$ cat src/rtl/adxl345_spi_responder_pkg.sv
// Shared definitions for the ADXL345 SPI responder: register map,
// FSM state encoding and the writable-register test.
package adxl_pkg;

    localparam logic [5:0] ADDR_DEVID       = 6'h00;
    localparam logic [5:0] ADDR_BW_RATE     = 6'h2C;
    localparam logic [5:0] ADDR_POWER_CTL   = 6'h2D;
    localparam logic [5:0] ADDR_DATA_FORMAT = 6'h31;
    localparam logic [5:0] ADDR_DATAX0      = 6'h32;
    localparam logic [5:0] ADDR_DATAX1      = 6'h33;
    localparam logic [5:0] ADDR_DATAY0      = 6'h34;
    localparam logic [5:0] ADDR_DATAY1      = 6'h35;
    localparam logic [5:0] ADDR_DATAZ0      = 6'h36;
    localparam logic [5:0] ADDR_DATAZ1      = 6'h37;

    typedef enum logic [1:0] {
        IDLE = 2'd0,
        CMD  = 2'd1,
        DATA = 2'd2
    } spi_state_t;

    // Only the three configuration registers accept writes.
    function automatic logic is_writable(input logic [5:0] addr);
        return (addr == ADDR_BW_RATE) || (addr == ADDR_POWER_CTL) ||
               (addr == ADDR_DATA_FORMAT);
    endfunction

endpackage

$ cat src/rtl/adxl345_spi_responder_if.sv
// Four-wire SPI bus seen by the responder, plus the SDO output enable.
interface adxl345_spi_responder_if;

    logic cs_n;
    logic spc;
    logic sdi;
    logic sdo;
    logic sdo_oe;

    modport master (output cs_n, spc, sdi, input sdo, sdo_oe);
    modport slave  (input cs_n, spc, sdi, output sdo, sdo_oe);

endinterface

$ cat src/rtl/adxl345_spi_responder_sync.sv
// Brings CS/SPC/SDI into the i_clk domain and detects CS and SPC edges.
module spi_pin_sync #(
    parameter int SYNC_STAGES = 2
) (
    input  logic clk,
    input  logic rst,
    input  logic cs_pin,
    input  logic spc_pin,
    input  logic sdi_pin,
    output logic sdi,
    output logic spc_rise,
    output logic spc_fall,
    output logic cs_rise,
    output logic cs_fall
);

    logic [SYNC_STAGES-1:0] cs_chain;
    logic [SYNC_STAGES-1:0] spc_chain;
    logic [SYNC_STAGES-1:0] sdi_chain;
    logic                   cs_prev;
    logic                   spc_prev;
    logic                   cs_sync;
    logic                   spc_sync;

    // Synchronizer chains reset to bus idle levels so no edge appears out of reset.
    always_ff @(posedge clk) begin
        if (rst) begin
            cs_chain  <= '1;
            spc_chain <= '1;
            sdi_chain <= '0;
            cs_prev   <= 1'b1;
            spc_prev  <= 1'b1;
        end else begin
            cs_chain  <= {cs_chain[SYNC_STAGES-2:0], cs_pin};
            spc_chain <= {spc_chain[SYNC_STAGES-2:0], spc_pin};
            sdi_chain <= {sdi_chain[SYNC_STAGES-2:0], sdi_pin};
            cs_prev   <= cs_sync;
            spc_prev  <= spc_sync;
        end
    end

    assign cs_sync  = cs_chain[SYNC_STAGES-1];
    assign spc_sync = spc_chain[SYNC_STAGES-1];
    assign sdi      = sdi_chain[SYNC_STAGES-1];

    assign spc_rise = spc_sync & ~spc_prev;
    assign spc_fall = ~spc_sync & spc_prev;
    assign cs_rise  = cs_sync & ~cs_prev;
    assign cs_fall  = ~cs_sync & cs_prev;

endmodule

$ cat src/rtl/adxl345_spi_responder.sv
// ADXL345 register-interface emulator on a mode-3 SPI bus. Serves host
// supplied X/Y/Z samples and a few writable configuration registers.
module adxl345_spi_responder
    import adxl_pkg::*;
#(
    parameter logic [7:0] DEVID       = 8'hE5,
    parameter logic [7:0] BW_RATE_RST = 8'h0A,
    parameter int         SYNC_STAGES = 2
) (
    input  logic                          i_clk,
    input  logic                          i_rst,
    adxl345_spi_responder_if.slave        spi,
    input  logic signed [15:0]            i_x,
    input  logic signed [15:0]            i_y,
    input  logic signed [15:0]            i_z,
    input  logic                          i_sample_valid,
    output logic [7:0]                    o_power_ctl,
    output logic [7:0]                    o_data_format,
    output logic [7:0]                    o_bw_rate,
    output logic                          o_wr_strobe,
    output logic [5:0]                    o_wr_addr
);

    logic       sdi, spc_rise, spc_fall, cs_rise, cs_fall;
    spi_state_t state, state_next;
    logic [2:0] bit_cnt;
    logic [7:0] shift_in, tx_shift, cmd_byte, rd_data;
    logic       rw, mb, sdo;
    logic [5:0] addr, addr_next, rd_addr;
    logic [15:0] shadow_x, shadow_y, shadow_z;
    logic [15:0] pend_x, pend_y, pend_z;
    logic       pend_valid;

    spi_pin_sync #(.SYNC_STAGES(SYNC_STAGES)) u_sync (
        .clk      (i_clk),
        .rst      (i_rst),
        .cs_pin   (spi.cs_n),
        .spc_pin  (spi.spc),
        .sdi_pin  (spi.sdi),
        .sdi      (sdi),
        .spc_rise (spc_rise),
        .spc_fall (spc_fall),
        .cs_rise  (cs_rise),
        .cs_fall  (cs_fall)
    );

    assign cmd_byte  = {shift_in[6:0], sdi};
    assign addr_next = mb ? addr + 6'd1 : addr;
    assign rd_addr   = (state == CMD) ? cmd_byte[5:0] : addr_next;

    // Register read mux; addresses the byte about to be loaded into tx_shift.
    always_comb begin
        rd_data = 8'h00;
        case (rd_addr)
            ADDR_DEVID:       rd_data = DEVID;
            ADDR_BW_RATE:     rd_data = o_bw_rate;
            ADDR_POWER_CTL:   rd_data = o_power_ctl;
            ADDR_DATA_FORMAT: rd_data = o_data_format;
            ADDR_DATAX0:      rd_data = shadow_x[7:0];
            ADDR_DATAX1:      rd_data = shadow_x[15:8];
            ADDR_DATAY0:      rd_data = shadow_y[7:0];
            ADDR_DATAY1:      rd_data = shadow_y[15:8];
            ADDR_DATAZ0:      rd_data = shadow_z[7:0];
            ADDR_DATAZ1:      rd_data = shadow_z[15:8];
            default:          rd_data = 8'h00;
        endcase
    end

    // State register.
    always_ff @(posedge i_clk) begin
        if (i_rst) state <= IDLE;
        else       state <= state_next;
    end

    // Next state: CS edges override everything, a CS fall always restarts CMD.
    always_comb begin
        state_next = state;
        if (cs_rise)
            state_next = IDLE;
        else if (cs_fall)
            state_next = CMD;
        else if (state == CMD && spc_rise && bit_cnt == 3'd7)
            state_next = DATA;
    end

    // Shift datapath, address tracking and register commits.
    always_ff @(posedge i_clk) begin
        if (i_rst) begin
            bit_cnt       <= '0;
            shift_in      <= '0;
            tx_shift      <= '0;
            rw            <= 1'b0;
            mb            <= 1'b0;
            addr          <= '0;
            sdo           <= 1'b1;
            o_power_ctl   <= 8'h00;
            o_data_format <= 8'h00;
            o_bw_rate     <= BW_RATE_RST;
            o_wr_strobe   <= 1'b0;
            o_wr_addr     <= '0;
        end else begin
            o_wr_strobe <= 1'b0;
            if (cs_rise) begin
                sdo <= 1'b1;
            end else if (cs_fall) begin
                bit_cnt <= '0;
                sdo     <= 1'b0;
            end else begin
                case (state)
                    CMD: begin
                        if (spc_rise) begin
                            shift_in <= cmd_byte;
                            bit_cnt  <= bit_cnt + 3'd1;
                            if (bit_cnt == 3'd7) begin
                                rw       <= cmd_byte[7];
                                mb       <= cmd_byte[6];
                                addr     <= cmd_byte[5:0];
                                tx_shift <= rd_data;
                            end
                        end
                    end
                    DATA: begin
                        if (rw) begin
                            if (spc_fall) begin
                                sdo      <= tx_shift[7];
                                tx_shift <= {tx_shift[6:0], 1'b0};
                            end
                            if (spc_rise) begin
                                bit_cnt <= bit_cnt + 3'd1;
                                if (bit_cnt == 3'd7) begin
                                    addr     <= addr_next;
                                    tx_shift <= rd_data;
                                end
                            end
                        end else if (spc_rise) begin
                            shift_in <= cmd_byte;
                            bit_cnt  <= bit_cnt + 3'd1;
                            if (bit_cnt == 3'd7) begin
                                if (is_writable(addr)) begin
                                    case (addr)
                                        ADDR_BW_RATE:   o_bw_rate     <= cmd_byte;
                                        ADDR_POWER_CTL: o_power_ctl   <= cmd_byte;
                                        default:        o_data_format <= cmd_byte;
                                    endcase
                                    o_wr_strobe <= 1'b1;
                                    o_wr_addr   <= addr;
                                end
                                addr <= addr_next;
                            end
                        end
                    end
                    default: ;
                endcase
            end
        end
    end

    // Sample shadowing: a burst only ever sees the sample present when CS fell.
    always_ff @(posedge i_clk) begin
        if (i_rst) begin
            shadow_x   <= '0;
            shadow_y   <= '0;
            shadow_z   <= '0;
            pend_x     <= '0;
            pend_y     <= '0;
            pend_z     <= '0;
            pend_valid <= 1'b0;
        end else if (i_sample_valid && (state == IDLE || cs_rise)) begin
            shadow_x   <= i_x;
            shadow_y   <= i_y;
            shadow_z   <= i_z;
            pend_valid <= 1'b0;
        end else if (i_sample_valid) begin
            pend_x     <= i_x;
            pend_y     <= i_y;
            pend_z     <= i_z;
            pend_valid <= 1'b1;
        end else if (cs_rise && pend_valid) begin
            shadow_x   <= pend_x;
            shadow_y   <= pend_y;
            shadow_z   <= pend_z;
            pend_valid <= 1'b0;
        end
    end

    assign spi.sdo    = sdo;
    assign spi.sdo_oe = (state != IDLE);

endmodule

$ cat src/flat_wrapper.sv
// flat-port wrapper written by rule: the top's interface ports become plain ports
module adxl345_spi_responder_flat import adxl_pkg::*;
#(
    parameter logic [7:0] DEVID       = 8'hE5,
    parameter logic [7:0] BW_RATE_RST = 8'h0A,
    parameter int         SYNC_STAGES = 2
)
  (i_clk, i_rst, i_x, i_y, i_z, i_sample_valid, o_power_ctl, o_data_format, o_bw_rate, o_wr_strobe, o_wr_addr, spi_cs_n, spi_spc, spi_sdi, spi_sdo, spi_sdo_oe);
  adxl345_spi_responder_if spi_i ();
  input  logic i_clk;
  input  logic i_rst;
  input  logic signed [15:0] i_x;
  input  logic signed [15:0] i_y;
  input  logic signed [15:0] i_z;
  input  logic i_sample_valid;
  output logic [7:0] o_power_ctl;
  output logic [7:0] o_data_format;
  output logic [7:0] o_bw_rate;
  output logic o_wr_strobe;
  output logic [5:0] o_wr_addr;
  input wire logic [$bits(spi_i.cs_n)-1:0] spi_cs_n;
  input wire logic [$bits(spi_i.spc)-1:0] spi_spc;
  input wire logic [$bits(spi_i.sdi)-1:0] spi_sdi;
  output wire logic [$bits(spi_i.sdo)-1:0] spi_sdo;
  output wire logic [$bits(spi_i.sdo_oe)-1:0] spi_sdo_oe;
  assign spi_i.cs_n = spi_cs_n;
  assign spi_i.spc = spi_spc;
  assign spi_i.sdi = spi_sdi;
  assign spi_sdo = spi_i.sdo;
  assign spi_sdo_oe = spi_i.sdo_oe;
  adxl345_spi_responder #(.DEVID(DEVID), .BW_RATE_RST(BW_RATE_RST), .SYNC_STAGES(SYNC_STAGES)) u_core (.i_clk(i_clk), .i_rst(i_rst), .spi(spi_i), .i_x(i_x), .i_y(i_y), .i_z(i_z), .i_sample_valid(i_sample_valid), .o_power_ctl(o_power_ctl), .o_data_format(o_data_format), .o_bw_rate(o_bw_rate), .o_wr_strobe(o_wr_strobe), .o_wr_addr(o_wr_addr));
endmodule
$ cat config.mk
export PLATFORM = sky130hd
export DESIGN_NAME = adxl345_spi_responder_flat
export DESIGN_NICKNAME = d
export VERILOG_FILES = /design/src/rtl/adxl345_spi_responder_pkg.sv /design/src/rtl/adxl345_spi_responder_if.sv /design/src/rtl/adxl345_spi_responder_sync.sv /design/src/rtl/adxl345_spi_responder.sv /design/src/flat_wrapper.sv
export SDC_FILE = /design/constraint.sdc
export NUM_CORES = 1
export LEC_CHECK = 0
export CORE_ASPECT_RATIO = 1.1
export CORE_MARGIN = 3
export CORE_UTILIZATION = 50
export CTS_CLUSTER_SIZE = 40
export DETAILED_ROUTE_END_ITERATION = 8
export PLACE_DENSITY = 0.75
export SYNTH_ARGS = -nofsm -noshare
export SYNTH_HDL_FRONTEND = slang
export SYNTH_SLANG_ARGS = --single-unit
$ cat constraint.sdc
create_clock -name i_clk -period 3.13 [get_ports i_clk]
set_clock_uncertainty 0.2 [all_clocks]
set_input_delay 0.313 -clock i_clk [delete_from_list [all_inputs] [get_ports i_clk]]
set_output_delay 0.313 -clock i_clk [all_outputs]
set_load 0.1 [all_outputs]
# --- After elaboration in Yosys (flattened, before gate mapping) ---
# Cells that the tools add are included.
classes:
  addsub: 2
  multipliers: 0
  div: 0
  order_cmp: 0
  eq_ne: 22
  n_shift: 0
  mux: 39
  bitwise: 16
  n_reduce_logical: 37
ops:
  columns: ["op", "n"]
  rows:
  - ["16-bit 2-to-1 mux", 9]
  - ["8-bit case mux with 10 select lines", 1]
  - ["6-bit equality test, second input constant", 12]
  - ["8-bit 2-to-1 mux", 8]
  - ["6-bit 2-to-1 mux", 6]
  - ["8-bit case mux with 2 select lines", 2]
  - ["8-bit AND reduction", 3]
  - ["2-bit nonzero test", 10]
  - ["7-bit AND reduction", 2]
  - ["1-bit NOT", 12]
  - ["6-bit case mux with 2 select lines", 1]
  - ["2-bit by 1-bit != test with 1-bit output, second input constant", 5]
  - ["1-bit 2-to-1 mux", 9]
  - ["3-bit 2-to-1 mux", 3]
  - ["2-bit OR reduction", 4]
  - ["7-bit OR reduction", 1]
  - ["6-bit by 1-bit adder with 6-bit output, second input constant", 1]
  - ["6-bit logical NOT", 1]
  - ["3-bit AND reduction", 2]
  - ["6-bit AND reduction", 1]
  - ["5-bit AND reduction", 1]
  - ["1-bit bitwise AND", 4]
  - ["1-bit logical AND", 4]
  - ["2-bit != test, second input constant", 2]
  - ["other kinds (9)", 12]
word_totals:
  register_bits: 166
  latch_bits: 0
  ramBits: 0
  mem_bits_ro: 0
  in_bits: 54
  elab_cells: 142
  memories: 0

# --- Longest topological paths before layout ---
# Gate-level depths: netlist (run 1).
depth:
  word_depth: 9
  ltp_mapped: 11
  mapped_depth_nobuf: 9

# --- By module ---
# From an unflattened synthesis (run 1), not the netlist that was laid out.
unflattened:
  hier_cells: 935
  hier_area_um2: 7603.5
modules_own_cells:
  columns: ["mod", "n_inst", "cells_per_inst", "area_each_um2", "seq_area_each_um2"]
  rows:
  - ["adxl345_spi_responder", 1, 915, 7368.3, 3143.0]
  - ["spi_pin_sync", 1, 20, 235.2, 160.2]

# --- Worst setup path after synthesis (run 1) ---
# Ideal clock, no wire load.
synth_path:
  path_type: "flip-flop to flip-flop"
  startpoint: "register u_core.addr[0]"
  endpoint: "register u_core.tx_shift[7]"
  t_arrival_ps: 2250
  required_time_ps: 2798
  path_slack_ps: 548
  path_stages_with_launch: 12
  path_buffers: 2
  period_less_slack_ps: 2582
  cell_sequence: "dfxtp_1 > buf_2 > inv_1 > ha_1 > mux2i_1 > a21oi_2 > buf_4 > and2_4 > and3_4 > a222oi_1 > a21boi_1 > a31oi_1"
synth_between:
  elab_chain_len: 9
synth_lines:
  columns: ["item", "line_no", "rtl"]
  rows:
  - ["start: declaration", "adxl345_spi_responder.sv:29", "logic [5:0] addr, addr_next, rd_addr;"]
  - ["start signal: assignment", "adxl345_spi_responder.sv:117", "addr <= cmd_byte[5:0];"]
  - ["start signal: assignment", "adxl345_spi_responder.sv:131", "addr <= addr_next;"]
  - ["start signal: assignment", "adxl345_spi_responder.sv:148", "addr <= addr_next;"]
  - ["6-bit by 1-bit adder with 6-bit output", "adxl345_spi_responder.sv:48", "assign addr_next = mb ? addr + 6'd1 : addr;"]
  - ["6-bit 2-to-1 mux (*)", "adxl345_spi_responder.sv:48", null]
  - ["6-bit 2-to-1 mux (*)", "adxl345_spi_responder.sv:49", "assign rd_addr = (state == CMD) ? cmd_byte[5:0] : addr_next;"]
  - ["6-bit equality test or 6-bit logical NOT (tied branches)", "adxl345_spi_responder.sv:54", "case (rd_addr)"]
  - ["8-bit case mux with 10 select lines (*)", "adxl345_spi_responder.sv:54", null]
  - ["8-bit 2-to-1 mux", "adxl345_spi_responder.sv:130", "if (bit_cnt == 3'd7) begin"]
  - ["8-bit 2-to-1 mux", "adxl345_spi_responder.sv:128", "if (spc_rise) begin"]
  - ["8-bit 2-to-1 mux", "adxl345_spi_responder.sv:123", "if (rw) begin"]
  - ["8-bit case mux with 2 select lines (*)", "adxl345_spi_responder.sv:109", "case (state)"]
  - ["end signal: assignment", "adxl345_spi_responder.sv:118", "tx_shift <= rd_data;"]
  - ["end signal: assignment", "adxl345_spi_responder.sv:126", "tx_shift <= {tx_shift[6:0], 1'b0};"]
  - ["end signal: assignment", "adxl345_spi_responder.sv:132", "tx_shift <= rd_data;"]
  - ["end: declaration", "adxl345_spi_responder.sv:27", "logic [7:0] shift_in, tx_shift, cmd_byte, rd_data;"]
# Every way passes the cells marked *; elsewhere a longest branch is shown, timed or not. The select of a mux whose other input is x is not followed.
# A chain may end at the register's enable or synchronous reset.

# --- Worst setup path after layout (run 1) ---
layout_path:
  startpoint: "register u_core.addr[1]"
  endpoint: "register u_core.tx_shift[6]"
# Same word-level chain as after synthesis.

==> metrics.md, run 1 <==
| Metric | Value |
|---|---|
| Power Density | `517 nW/µm²` |
| N_diodes | `0` |
| Worst hold-check path type | `in -> reg` |
| 1st-pass router iterations | `6` |
| Worst Setup End Kind | `register` |
| DRT Wirelength | `22.4 mm` |
| Worst vdd ir | `0.375 mV` |
| Layout area overhead | `19.8%` |
| RSZ-0062 raised after global routing | `false` |
| CP Max Fanout | `9` |
| Slack of the critical path | `0.241 ns` |
| Main synth FF type | `dfxtp_1` |
| Seq/Total Area, Yosys | `42.9%` |
| Placed Area | `8620 µm²` |
| GR Overflow Total | `0` |
| Synth async-reset ratio | `0%` |
| Initial Utilization | `52.2%` |
| Reg2reg end | `u_core.tx_shift[6]` |
| PortBufs | `86` |
| Worst path slowest cell | `dfxtp_1` |
| Hold Slack | `0.153 ns` |
| First-pass GRT wire length | `35.1 mm` |
| Critical Path RT | `3.24 ns` |
| Clock Latency Late Sink | `0.43 ns` |
| Yosys top cell area share | `42.9%` |
| WS Path Type | `reg -> reg` |
| Vias in the first global route | `6435` |
| Share of layout cells above drive strength 1 | `11.7%` |
| Clk pin slew, worst setup/hold paths | `0.06 ns` |
| LEAKAGE | `3.41 nW` |
| Hold endpoint | `u_core.o_bw_rate[3]` |
| Pin count of the biggest net entering global routing | `158` |
| Crit path time final | `2.89 ns` |
| Status | `completed` |
| Final hold violations | `0` |
| # hold bufs at CTS | `0` |
| # clock sinks | `165` |
| Synthesized flop and latch total | `165` |
| Post CTS Setup Buffer Count | `0` |
| Setup TNS | `0 ns` |
| Syn Nets | `1011` |
| Slew HR | `33.9%` |
| Area of the multi-input gates | `4010 µm²` |
| Register area | `3300 µm²` |
| DR WL/cell | `18.6 µm` |
| Drt initial violations | `641` |
| Reg-to-reg critical path startpoint | `u_core.addr[1]` |
| Worst r2r path cells | `10` |
| Gpl congestion | `0.972` |
| Residual DRC | `0` |
| Synth top area cells | `dfxtp_1 (43%), nand2_1 (8.9%), a311oi_1 (5.5%)` |
| Synth Warn # | `0` |
| Launch point of the worst path | `u_core.addr[1]` |
| Max Cap Violations | `0` |
| Dpl hpwl | `15.6 mm` |
| Top-Level Pins | `87` |
| Root buf cell | `clkbuf_16` |
| Initial antenna violation count | `0` |
| R2R Setup Slk | `0.24 ns` |
| Pre-CTS WS | `0.272 ns` |
| Via count | `7176` |
| Dpl cells | `1174` |
| Die Area | `16900 µm²` |
| Post-synth EDFFs | `0` |
| Post-CTS Resized | `0` |
| Yosys top cell by area | `dfxtp_1` |
| CP peak stage delay | `0.56 ns` |
| Final period util | `92.3%` |
| Die Y | `136 µm` |
| Nets@finish | `1065` |
| Synth unique cells | `66` |
| Fill cells | `1341` |
| Vias per inst | `5.96` |
| Fin. max-slew vios | `0` |
| Worst-path cell chain | `inv_1 -> ha_1 -> mux2i_1 -> a21oi_2 -> buf_4 -> and2_4 -> and3_4 -> a22o_1 -> a221oi_1 -> a31oi_1` |
| Syn Std Cell Area | `7690 µm²` |
| CP Launch Type | `register` |
| Final cell count without fillers | `1204` |
| Num rows | `46` |
| Fin area | `9220 µm²` |
| Num CTS Buffers | `17` |
| CTS tree | `built` |
| FMAX | `346 MHz` |
| Syn Inst Count | `947` |
| Final setup vio count | `0` |
| Data arrival, critical path | `3.00 ns` |
| Hold path cells | `3` |
| Final antenna-violating net count | `0` |
| Horiz. Die Dim | `124 µm` |
| Core Area | `14700 µm²` |
| # H-tree levels | `4` |
| Worst-case clock buffer depth | `2` |
| GRT Total Usage | `26.1%` |
| Hold path startpoint | `i_rst` |
| Average size of a mapped cell | `8.13 µm²` |
| Tightest Pin Transition | `0.988 ns` |
-- cells in the final DEF, fill, tap and decap left out, types with 17 or more instances in the layout --
| cell type | Yosys | layout |
|---|---|---|
| a311oi_1 | 48 | 48 |
| clkdlybuf4s50_1 | 0 | 52 |
| dfxtp_1 | 165 | 165 |
| nand2_1 | 182 | 182 |
| mux2i_1 | 38 | 38 |
| clkbuf_16 | 0 | 17 |
| nor2_1 | 109 | 109 |
| nand3_1 | 67 | 67 |
| buf_4 | 3 | 59 |
| a21oi_1 | 80 | 80 |
-- cells in the mapped netlist (all sizes together), types with 8 or more instances --
cell,instances
inv,10
clkbuf,61
and3,10
o21ai,18
and2,8
a311oi,48
nor2,110
nand2,183
dfxtp,165
mux2i,39
a21oi,81
ha,10
buf,18
a22oi,12
nand3,68
nor3,9
-- worst max path at each step --
stage,to,cells past startpoint,slack (ns)
finish,u_core.tx_shift[6],10,0.24
global route,u_core.tx_shift[0],9,0.03
CTS,u_core.tx_shift[7],10,0.26
detailed placement,u_core.tx_shift[6],10,0.27
global placement,u_core.tx_shift[6],10,0.24
floorplan,u_core.tx_shift[7],11,0.55
-- area by class of cell --
| class | count | share of cell area, % |
|---|---|---|
| tap | 192 | 2.61 |
| clock inverter | 8 | 1.36 |
| multi-input combinational | 692 | 43.5 |
| inverter | 11 | 0.448 |
| sequential | 165 | 35.8 |
| timing repair buffer | 114 | 11.1 |
| clock buffer | 22 | 5.14 |
-- flip-flops by register name, summed over array words and instances, names as in the netlist, 16 cells and up, named ones only --
name / flops
u_core.pend_x: 16
u_core.pend_y: 16
u_core.pend_z: 16
u_core.shadow_z: 16
u_core.shadow_y: 16
u_core.shadow_x: 16
-- through the flow --
stage          util, %  power (mW)
2_1_floorplan        -        2.49
3_3_place_gp      58.5        2.66
3_5_place_dp      58.5        2.67
4_1_cts           62.6        4.79
5_1_grt           62.6        4.93
6_report          62.6        4.77
-- power by group --
| group | switching, mW | total [mW] | internal [mW] |
|---|---|---|---|
| Sequential | 0.0653 | 2.24 | 2.18 |
| Clock | 0.832 | 2.14 | 1.31 |
| Combinational | 0.222 | 0.385 | 0.163 |
-- worst max-delay path, delay by kind of cell (launching register included) --
kind | cells | cell delay, ns
AO/OA/AOI/OAI | 4 | 0.76
flip-flops | 1 | 0.56
AND/OR/NAND/NOR | 2 | 0.36
buffers and inverters | 2 | 0.31
adder cells (fa/ha/maj) | 1 | 0.31
multiplexers | 1 | 0.27
-- kinds of logic (layout without fill, tap and decap cells) --
kind of cell	Yosys count	after routing	synth area share, %
flops	165	165	42.9
mux	40	40	5.27
buf+inv	90	155	5.12
fa+ha+maj	10	10	1.63
compound gates	221	221	20.4
simple gates	417	417	24.0
xor+xnor	4	4	0.699
-- metal layers --
metal  global-route usage, %  up-vias  routed length, µm
li1                        -     3460                  -
met1                    34.1     3430               9820
met2                    42.0      241              10600
met3                    4.68       45               1170
met4                    12.9        0                814
met5                       0        -                  0
Power figures use the tool's default switching activity.
==> run 2: changes to the inputs <==
- CORE_MARGIN: 3 -> 2
- CTS_CLUSTER_SIZE: 40 -> 20
==> run 2 against run 1 <==
Via count is 0.79% lower. Critical endpoint is now u_core.tx_shift[0]. Die area shrank 3.1%. Largest cell class unchanged. Worst hold slack lost 0.012 ns. Sequential power about the same. Critical path depth is 1 lower. Sequential cell count stayed put. Combinational power hardly changed. Critical path type unchanged. First-iteration DRC count is 17% lower. Core utilization fell by 1.2 points.
==> metrics.md, run 2 (synthesis results as in run 1) <==
| Metric | Value |
|---|---|
| Status | `completed` |
| 1st-pass router iterations | `5` |
| Hold endpoint | `u_core.o_bw_rate[1]` |
| Crit path time final | `2.95 ns` |
| Num rows | `47` |
| Worst-case clock buffer depth | `2` |
| Power Density | `513 nW/µm²` |
| Setup TNS | `0 ns` |
| R2R Setup Slk | `0.18 ns` |
| Final Core Density | `61.4%` |
| GRT Total Usage | `27.4%` |
| Share of layout cells above drive strength 1 | `12.0%` |
| Hold path startpoint | `i_rst` |
| Dpl hpwl | `15.2 mm` |
| Worst r2r path cells | `9` |
| N_diodes | `0` |
| Nets@finish | `1064` |
| Residual DRC | `0` |
| Root buf cell | `clkbuf_16` |
| Clk pin slew, worst setup/hold paths | `0.07 ns` |
| Fill cells | `1402` |
| Gpl congestion | `0.960` |
| Via count | `7119` |
| PortBufs | `86` |
| Tightest Pin Transition | `0.790 ns` |
| CP Max Fanout | `19` |
| Most frequent cells in the layout | `nand2_1 (182), dfxtp_1 (165), nor2_1 (109)` |
| Hold path cells | `3` |
| DR WL/cell | `18.2 µm` |
| Vias per inst | `5.89` |
| Worst vdd ir | `0.343 mV` |
| WS Path Type | `reg -> reg` |
| Num CTS Buffers | `17` |
| Final hold violations | `0` |
| Reg-to-reg critical path startpoint | `u_core.state[1]` |
| Vias in the first global route | `6500` |
| Slack of the critical path | `0.178 ns` |
| Final setup vio count | `0` |
| Die Area | `16400 µm²` |
| GR Overflow Total | `0` |
| First-pass GRT wire length | `35.3 mm` |
| Post CTS Setup Buffer Count | `0` |
| FMAX | `339 MHz` |
| Worst hold-check path type | `in -> reg` |
| Reg2reg end | `u_core.tx_shift[0]` |
| # clock sinks | `165` |
| DRT Wirelength | `22.0 mm` |
| Critical Path RT | `3.23 ns` |
| Final cell count without fillers | `1209` |
| Dpl cells | `1177` |
| Horiz. Die Dim | `122 µm` |
| RSZ-0062 raised after global routing | `false` |
| Pin count of the biggest net entering global routing | `158` |
| # H-tree levels | `4` |
| LEAKAGE | `3.42 nW` |
| CP Launch Type | `register` |
| Clock Latency Late Sink | `0.44 ns` |
| Initial antenna violation count | `0` |
| Die Y | `134 µm` |
| Top-Level Pins | `87` |
| Core Area | `15100 µm²` |
| Layout area overhead | `20.1%` |
| Fin. max-slew vios | `0` |
| Final period util | `94.3%` |
| Slew HR | `47.3%` |
| Data arrival, critical path | `3.05 ns` |
| Max Cap Violations | `0` |
| Initial Utilization | `51.1%` |
| Worst Setup End Kind | `register` |
| Drt initial violations | `535` |
| Final antenna-violating net count | `0` |
| Pre-CTS WS | `0.331 ns` |
| Commonest non-fill, non-tap cell in the layout | `nand2_1` |
| CTS tree | `built` |
-- run 2: changes by cell type in the layout (fill, tap and decap cells not counted) --
cell       before  now
inv_6           0    6
inv_8           0    1
buf_4          59   56
buf_12          3    5
clkbuf_8        3    0
a221oi_1        5    4
bufinv_16       3    2
clkbuf_1        2    0
clkinv_4        2    3
a221oi_2        0    1
-- run 2: what timing repair did --
| item | 4_1_cts | 5_1_grt |
|---|---|---|
| gates resized for setup | 0 | 1 |
| hold buffers | 0 | 0 |
| setup endpoints to repair | 0 | 1 |
-- run 2: layout make-up --
class,count,area (µm²),share of cell area (%)
Sequential cell,165,3300,35.7
Inverter,11,41.3,0.447
Timing Repair Buffer,113,1040,11.3
Multi-Input combinational cell,692,4020,43.5
Tap cell,196,245,2.65
Clock inverter,15,168,1.81
Clock buffer,17,425,4.60
-- run 2: through the flow --
stage	power [mW]	instance area (µm²)	hold WS (ns)
2_1_floorplan	2.49	7690	0.189
3_3_place_gp	2.67	8640	0.203
3_5_place_dp	2.67	8640	0.201
4_1_cts	4.76	9240	0.130
5_1_grt	4.89	9240	0.173
6_report	4.74	9240	0.142
-- run 2: worst max path at each step --
stage,start,cells after the start,end,slack (ns)
finish,u_core.state[1],9,u_core.tx_shift[0],0.18
global route,u_core.state[1],11,u_core.tx_shift[5],0.05
CTS,u_core.addr[1],9,u_core.tx_shift[7],0.28
detailed placement,u_core.addr[1],9,u_core.tx_shift[7],0.33
global placement,u_core.addr[1],9,u_core.tx_shift[0],0.37
floorplan,u_core.addr[0],11,u_core.tx_shift[7],0.55
-- run 2: where the power goes --
part	total (mW)	switching (mW)	internal, mW
clock	2.12	0.922	1.20
combinational	0.386	0.222	0.164
sequential	2.24	0.0640	2.18
-- run 2: critical path, cell delays in order (launching register included) --
cell	delay (ns)
dfxtp_1	0.32
inv_1	0.09
ha_1	0.55
inv_1	0.22
a21oi_2	0.33
nor2_1	0.13
and3_1	0.29
a22o_1	0.26
a2111oi_2	0.29
o32ai_1	0.12
-- run 2: per-layer routing --
metal	vias to the layer above	GRT usage, %	routed length (µm)	part of all wire [%]
met2	218	43.9	10600	48
met3	37	4.29	1010	4.6
li1	3459	-	-	-
met4	0	9.77	556	2.5
met1	3405	37.4	9850	45
met5	-	0	0	0
==> run 3: changes to the inputs <==
- SETUP_SLACK_MARGIN: default -> 0.05
==> results of run 3 <==
Final layout, timing and power as in run 2 (identical DEF).
